[config.mk]
export PLATFORM = sky130hd
export DESIGN_NAME = minterm_scanner
export DESIGN_NICKNAME = d
export VERILOG_FILES = /design/src/rtl/minterm_scanner.sv
export SDC_FILE = /design/constraint.sdc
export NUM_CORES = 1
export LEC_CHECK = 0
export BUFFER_PORTS_ARGS = -buffer_cell sky130_fd_sc_hd__clkbuf_2
export CAP_MARGIN = 20
export CORE_MARGIN = 2
export CORE_UTILIZATION = 35
export DETAILED_ROUTE_END_ITERATION = 6
export HOLD_SLACK_MARGIN = 0.03
export PLACE_DENSITY = 0.69
export SKIP_LAST_GASP = 1
export SYNTH_ARGS = -nofsm -noshare
export SYNTH_HDL_FRONTEND = slang
export SYNTH_SLANG_ARGS = --single-unit
[constraint.sdc]
create_clock -name clk -period 2 [get_ports clk]
set_input_delay 0.2 -clock clk [delete_from_list [all_inputs] [get_ports clk]]
set_output_delay 0.2 -clock clk [all_outputs]
set_load 0.1 [all_outputs]
[src/rtl/minterm_scanner.sv]
// minterm_scanner: walks all 2^N_VARS input vectors through an external
// combinational function block, holds each vector SETTLE+1 cycles, samples
// the block's output on the last edge of the hold, builds the truth table
// and compares it against an expected minterm mask captured at start.
//
// Optional build macro: SCAN_ABORT_EN
//   defined   -> scan stops at the first sample that disagrees with the mask
//   undefined -> full scan always completes, comparison done at the end
//
// Handshake: start is a level request sampled only in IDLE; while busy or in
// DONE it is ignored (never queued). done is a one-cycle pulse; table_out,
// match and err_idx hold their values from done until the next accepted start.
module minterm_scanner #(
  parameter int N_VARS = 4,
  parameter int SETTLE = 1
) (
  input  logic                     clk,
  input  logic                     rst_n,
  input  logic                     start,
  input  logic [(1<<N_VARS)-1:0]   exp_mask,
  input  logic                     f_in,
  output logic [N_VARS-1:0]        vec_out,
  output logic                     busy,
  output logic                     done,
  output logic [(1<<N_VARS)-1:0]   table_out,
  output logic                     match,
  output logic [N_VARS-1:0]        err_idx,
  output logic [1:0]               state_dbg
);

  localparam int TW = 1 << N_VARS;
  localparam int CW = (SETTLE > 0) ? $clog2(SETTLE + 1) : 1;
  localparam logic [CW-1:0]     CNT_LAST = CW'(SETTLE);
  localparam logic [N_VARS-1:0] VEC_LAST = '1;

  typedef enum logic [1:0] {
    S_IDLE = 2'd0,
    S_HOLD = 2'd1,
    S_DONE = 2'd2
  } state_t;

  state_t             state, state_nx;
  logic [N_VARS-1:0]  vec_q, vec_nx;
  logic [CW-1:0]      cnt_q, cnt_nx;
  logic [TW-1:0]      tbl_q, tbl_nx;
  logic [TW-1:0]      mask_q, mask_nx;
  logic               match_q, match_nx;
  logic [N_VARS-1:0]  err_q, err_nx;

  // table including the bit being sampled this cycle, and its comparison
  logic [TW-1:0]      tbl_smp;
  logic [TW-1:0]      diff;
  logic [N_VARS-1:0]  low_idx;
  logic               finish;

  // State and datapath registers; reset aborts any scan in progress.
  always_ff @(posedge clk or negedge rst_n) begin
    if (!rst_n) begin
      state   <= S_IDLE;
      vec_q   <= '0;
      cnt_q   <= '0;
      tbl_q   <= '0;
      mask_q  <= '0;
      match_q <= 1'b0;
      err_q   <= '0;
    end else begin
      state   <= state_nx;
      vec_q   <= vec_nx;
      cnt_q   <= cnt_nx;
      tbl_q   <= tbl_nx;
      mask_q  <= mask_nx;
      match_q <= match_nx;
      err_q   <= err_nx;
    end
  end

  // Sampled table view, mismatch vector and its lowest set bit.
  always_comb begin
    tbl_smp         = tbl_q;
    tbl_smp[vec_q]  = f_in;
    diff            = tbl_smp ^ mask_q;
    low_idx         = '0;
    for (int i = TW - 1; i >= 0; i--) begin
      if (diff[i]) low_idx = N_VARS'(i);
    end
`ifdef SCAN_ABORT_EN
    // Early exit: all lower samples already agreed, so low_idx == vec_q here.
    finish = (vec_q == VEC_LAST) || (f_in != mask_q[vec_q]);
`else
    finish = (vec_q == VEC_LAST);
`endif
  end

  // Next-state and register updates for the scan sequencer.
  always_comb begin
    state_nx = state;
    vec_nx   = vec_q;
    cnt_nx   = cnt_q;
    tbl_nx   = tbl_q;
    mask_nx  = mask_q;
    match_nx = match_q;
    err_nx   = err_q;
    case (state)
      S_IDLE: begin
        if (start) begin
          state_nx = S_HOLD;
          vec_nx   = '0;
          cnt_nx   = '0;
          tbl_nx   = '0;
          match_nx = 1'b0;
          err_nx   = '0;
          mask_nx  = exp_mask;
        end
      end
      S_HOLD: begin
        if (cnt_q == CNT_LAST) begin
          cnt_nx = '0;
          tbl_nx = tbl_smp;
          if (finish) begin
            state_nx = S_DONE;
            vec_nx   = '0;
            match_nx = (diff == '0);
            err_nx   = low_idx;
          end else begin
            vec_nx = vec_q + 1'b1;
          end
        end else begin
          cnt_nx = cnt_q + 1'b1;
        end
      end
      S_DONE: begin
        state_nx = S_IDLE;
      end
      default: begin
        state_nx = S_IDLE;
      end
    endcase
  end

  assign vec_out   = vec_q;
  assign busy      = (state == S_HOLD);
  assign done      = (state == S_DONE);
  assign table_out = tbl_q;
  assign match     = match_q;
  assign err_idx   = err_q;
  assign state_dbg = state;

endmodule

==> impl_metrics.json, run 1 <==
{
  "critPathMaxStageDelay_ns": 0.54,
  "die_area_mm2": 0.00803,
  "drc": 0,
  "grt_max_degree": 33,
  "yosys_warnings": 0,
  "endpoint_kind": "flop",
  "arrival_ns": 2.42,
  "antenna_cells": 0,
  "max_freq_ghz": 0.451,
  "max-vdd-ir-drop_v": 0.000611,
  "synth.distinct_cells": 45,
  "synth_edf_count": 0,
  "slew_violations": 0,
  "drtIter0Drc": 97,
  "grt-ovfl-total": 0,
  "crit_buf_inv": 3,
  "cts_tree": "done",
  "vias_per_cell": 5.19,
  "reg2reg_slack_ns": -0.22,
  "fin_setup_tns_ns": -0.873,
  "hold_viol": 0,
  "status": "finished with violations",
  "vias": 2256,
  "core_mm2": 0.00718,
  "setup_ws_ns": -0.220,
  "rr_startpoint": "vec_out[0]",
  "drive_above_1_share": 0.479,
  "grt_usage": 0.179,
  "failed_checks": "setup timing",
  "async_flop_share": 1.00,
  "cts_root_buffer": "clkbuf_8",
  "place.gp.congestion": 0.897,
  "synth_area_mm2": 0.00256,
  "syn_nets": 276,
  "hold_end": "mask_q[7]",
  "nNetsFinal": 359,
  "power_density_mw_per_mm2": 1860,
  "design_area_mm2": 0.00353,
  "path_class": "reg -> reg",
  "worst_r2r_endpoint": "err_idx[2]",
  "ys.flop_type": "dfrtp_1",
  "whs_path_depth": 2,
  "fp.dieW_um": 89.6,
  "post-synth-top-area-cell": "dfrtp_1",
  "p_leak_uw": 0.00156,
  "grt_setup_unrepaired": "yes",
  "hold_path.class": "in -> reg",
  "synth.area.top_cells": "dfrtp_1 43%, mux2_2 7.0%, mux2i_1 6.2%",
  "period_share": 1.11,
  "rr_worst_depth": 10,
  "wl_um": 6860,
  "cpMostUsedCell": "buf_4",
  "slew_headroom": 0.435,
  "crit_slowest_cell": "dfrtp_4",
  "grt_pass1_wl_um": 10900,
  "grt_pass1_vias": 2172,
  "fin_util": 0.492,
  "area_growth_syn_to_layout_pct": 37.6,
  "synth_top_area_frac": 0.429,
  "rows": 31,
  "hp-start": "exp_mask[7]",
  "netlist_top_cells_count": "44 x dfrtp_1, 20 x o21ai_0, 16 x a21oi_1, 16 x mux2_2, 16 x mux2i_1",
  "ys_seq_area_frac": 0.429,
  "port-buffer-count": 48,
  "htree_num_levels": 2,
  "cts.clk_slew.worst_paths_ns": 0.08,
  "placed_area_mm2": 0.00321,
  "hpwl_um": 4930,
  "die_y_um": 89.6,
  "max-cap-violations": 0,
  "cts_buffers": 5,
  "yosysMostFrequentCell": "dfrtp_1",
  "netlist_instances": 252,
  "clock-sinks": 44,
  "antenna_found_initial": 0,
  "crit_family": "flip-flops",
  "crit_chain": "inv_4 -> ha_4 -> nand3_4 -> mux2i_4 -> xnor2_2 -> buf_4 -> nor4_4 -> buf_4 -> o311ai_2 -> a32o_1",
  "cp-startpoint": "vec_out[0]",
  "drt-pass1-iter-count": 4,
  "tightest_slew_ns": 0.847,
  "cts.path.max_buffers": 2,
  "setup_violations": 5,
  "wl_per_cell_um": 15.8,
  "avgSynthCellArea_um2": 10.2,
  "start_kind": "flop",
  "period_needed_ns": 2.22,
  "initial_core_util": 0.357,
  "path_max_fanout": 6,
  "clock_latency_ns": 0.30,
  "power.total_uw": 6570,
  "synth_seq_cells": 44,
  "ant_nets": 0,
  "fin_worst_skew_ns": 0.00529,
  "required_ns": 2.20,
  "io_pins": 49
}
[timing repair]
item | in CTS | in global routing
hold endpoints to repair | 30 | 0
resized for setup | 17 | 9
endpoints found under the setup margin | 5 | 5
buffers inserted | 5 | 2
pin swaps | 11 | 4
hold buffers | 1 | 0
[cell type report]
| type | instances | area, um^2 |
|---|---|---|
| fillers | 696 | 3650 |
| multi-input cells | 184 | 1570 |
| flip-flops and latches | 44 | 1120 |
| repair buffers | 89 | 554 |
| well taps | 99 | 124 |
| clock buffers | 6 | 72.6 |
| inverters | 11 | 50.0 |
| clock inverters | 2 | 35.0 |
[registers in the layout (all words and copies together) (netlist names)]
name,cells
mask_q,16
cnt_q,1
table_out,16
match,1
err_idx,4
vec_out,4
state_dbg,2
[layout by cell type (no fill, tap or decap), types with 5 or more instances in the layout]
cell and n:
o21ai_0 19, mux2i_1 10, buf_4 39, xnor2_1 10, xnor2_2 5, nand3_1 5
inv_1 8, nand3b_1 8, nand2_1 8, mux2_2 16, nor2_1 9, o22ai_1 8
dfrtp_1 38, xor2_1 5, clkbuf_8 5, clkbuf_2 48, a21oi_1 16, mux2i_2 5
[report_power, final]
part	leakage, uW	internal [uW]	total, uW	switching [uW]
clock	0.0000552	371	682	311
sequential	0.000558	1230	1640	412
combinational	0.000943	1610	4250	2640
[logic make-up after synthesis]
logic type	synth area share
and+or+nand+nor	0.162
AOI/OAI and AO/OA	0.129
DFF	0.429
muxes	0.147
buffers and inverters	0.0420
xor gates and xnor gates	0.0717
adders and majority gates	0.0195
[worst max-delay path by stage]
stage	to	slack (ns)	cells past startpoint
6_report	err_idx[2]	-0.22	10
5_1_grt	err_idx[1]	-0.32	8
4_1_cts	err_idx[1]	-0.19	7
3_5_place_dp	err_idx[2]	-0.29	7
3_3_place_gp	err_idx[0]	-0.35	7
2_1_floorplan	err_idx[2]	-0.21	7
[through the flow]
step	hold WS [ns]	worst slack, ns	std cells
2_1_floorplan	-0.0956	-0.208	252
3_3_place_gp	0.344	-0.347	419
3_5_place_dp	0.353	-0.288	419
4_1_cts	0.121	-0.186	433
5_1_grt	0.120	-0.321	435
6_report	0.125	-0.220	435
[metal layers]
layer,vias up,GRT usage,part of all wire,wire [um]
li1,1068,-,-,-
met1,1097,0.238,0.43,2950
met2,78,0.293,0.49,3360
met3,13,0.0366,0.063,434
met4,0,0.0597,0.017,116
met5,-,0,0,0
(Power assumes the default switching activity.)
==> inputs of run 2 (changes only) <==
--- a/config.mk
+++ b/config.mk
@@ -12,6 +12,7 @@
 export DETAILED_ROUTE_END_ITERATION = 6
 export HOLD_SLACK_MARGIN = 0.03
 export PLACE_DENSITY = 0.69
+export SKIP_CTS_REPAIR_TIMING = 1
 export SKIP_LAST_GASP = 1
 export SYNTH_ARGS = -nofsm -noshare
 export SYNTH_HDL_FRONTEND = slang
==> run 2 against run 1 <==
  * The run still ends with setup timing left
  * Sequential power is essentially flat
  * Register-to-register slack lost 0.03 ns
  * Clock-buffer cell count is the same
  * Power shrank 2.0%
  * Fmax shrank 1.1%
  * Clock skew grew 0.0019 ns
  * Via count shrank 2.8%
  * Utilization shrank 1.1 points
  * Critical path type unchanged
  * Highest routed layer unchanged
==> impl_metrics.json, run 2 (synthesis results as in run 1) <==
{
  "cts.clk_slew.worst_paths_ns": 0.09,
  "crit_buf_inv": 1,
  "power.total_uw": 6440,
  "clock_latency_ns": 0.30,
  "p_leak_uw": 0.00153,
  "setup_violations": 5,
  "mostFrequentLayoutCells": "48 x clkbuf_2, 38 x dfrtp_1, 36 x buf_4",
  "endpoint_kind": "flop",
  "io_pins": 49,
  "rows": 31,
  "grt_max_degree": 33,
  "final_common_cell": "clkbuf_2",
  "hold_path.class": "in -> async",
  "cts_buffers": 5,
  "required_ns": 2.18,
  "arrival_ns": 2.43,
  "slew_headroom": 0.406,
  "failed_checks": "setup timing",
  "initial_core_util": 0.357,
  "nNetsFinal": 354,
  "path_max_fanout": 4,
  "area_growth_syn_to_layout_pct": 34.6,
  "grt_pass1_wl_um": 10500,
  "reg2reg_slack_ns": -0.25,
  "place.gp.congestion": 0.897,
  "core_mm2": 0.00718,
  "drt-pass1-iter-count": 5,
  "ant_nets": 0,
  "fin_util": 0.481,
  "hold_viol": 0,
  "tightest_slew_ns": 0.891,
  "crit_chain": "inv_2 -> ha_4 -> nand3_2 -> mux2i_1 -> xnor2_1 -> o211ai_1 -> a2111oi_2 -> o21ai_1",
  "cts_root_buffer": "clkbuf_8",
  "grt_pass1_vias": 2098,
  "clock-sinks": 44,
  "crit_slowest_cell": "dfrtp_4",
  "fin_worst_skew_ns": 0.00722,
  "grt-ovfl-total": 0,
  "period_share": 1.12,
  "worst_r2r_endpoint": "err_idx[0]",
  "setup_ws_ns": -0.245,
  "crit_family": "compound AO/OA/AOI/OAI gates",
  "status": "finished with violations",
  "port-buffer-count": 48,
  "max-cap-violations": 0,
  "antenna_found_initial": 0,
  "drive_above_1_share": 0.468,
  "vias": 2192,
  "path_class": "reg -> reg",
  "rr_startpoint": "vec_out[0]",
  "grt_usage": 0.173,
  "slew_violations": 0,
  "dp_slack_ns": -0.288,
  "fin_setup_tns_ns": -0.892,
  "hpwl_um": 4930,
  "power_density_mw_per_mm2": 1870,
  "start_kind": "flop",
  "vias_per_cell": 5.10,
  "cts.path.max_buffers": 2,
  "drc": 0,
  "max_freq_ghz": 0.445,
  "cts_tree": "done",
  "period_needed_ns": 2.25,
  "fp.dieW_um": 89.6,
  "rr_worst_depth": 8,
  "critPathMaxStageDelay_ns": 0.52,
  "max-vdd-ir-drop_v": 0.000620,
  "die_area_mm2": 0.00803,
  "htree_num_levels": 2,
  "antenna_cells": 0,
  "wl_per_cell_um": 15.3,
  "die_y_um": 89.6,
  "drtIter0Drc": 101,
  "grt_setup_unrepaired": "yes",
  "wl_um": 6600
}
[run 2: worst max path at each step]
stage               startpoint         end  slack (ns)  cells after the start
detailed placement  vec_out[1]  err_idx[2]       -0.29                      7
global placement    vec_out[1]  err_idx[0]       -0.35                      7
floorplan           vec_out[1]  err_idx[2]       -0.21                      7
finish              vec_out[0]  err_idx[0]       -0.25                      8
global route        vec_out[0]  err_idx[1]       -0.34                      9
CTS                 vec_out[1]  err_idx[2]       -0.31                      7
[run 2: routing by layer]
metal	up-vias	track usage	wire [um]
met5	-	0	0
met4	0	0.0475	91
met3	10	0.0320	370
met2	69	0.279	3090
met1	1061	0.239	3050
li1	1052	-	-
[run 2: power by group]
group          switching [uW]  internal (uW)  leakage [uW]  total, uW
clock network             312            371     0.0000552        683
logic                    2590           1530      0.000916       4120
registers                 403           1230      0.000558       1630
[run 2: cell type report]
type	count	area [um^2]
clock inverters	2	35.0
well taps	99	124
flip-flops and latches	44	1120
multi-input cells	184	1540
fillers	706	3730
repair buffers	84	510
clock buffers	6	72.6
inverters	11	45.0
[run 2: metrics by stage]
step | hold WS, ns | cells | cell area, um^2
final | 0.00636 | 430 | 3450
after global routing | 0.0722 | 430 | 3450
after CTS | 0.0239 | 427 | 3310
after detailed placement | 0.353 | 419 | 3210
after global placement | 0.344 | 419 | 3210
after floorplan | -0.0956 | 252 | 2670
[run 2: worst register-to-register path, cell delays in order, from the launching register on]
cell       delay (ns)
dfrtp_4          0.52
inv_2            0.10
ha_4             0.16
nand3_2          0.09
mux2i_1          0.16
xnor2_1          0.37
o211ai_1         0.19
a2111oi_2        0.43
o21ai_1          0.12
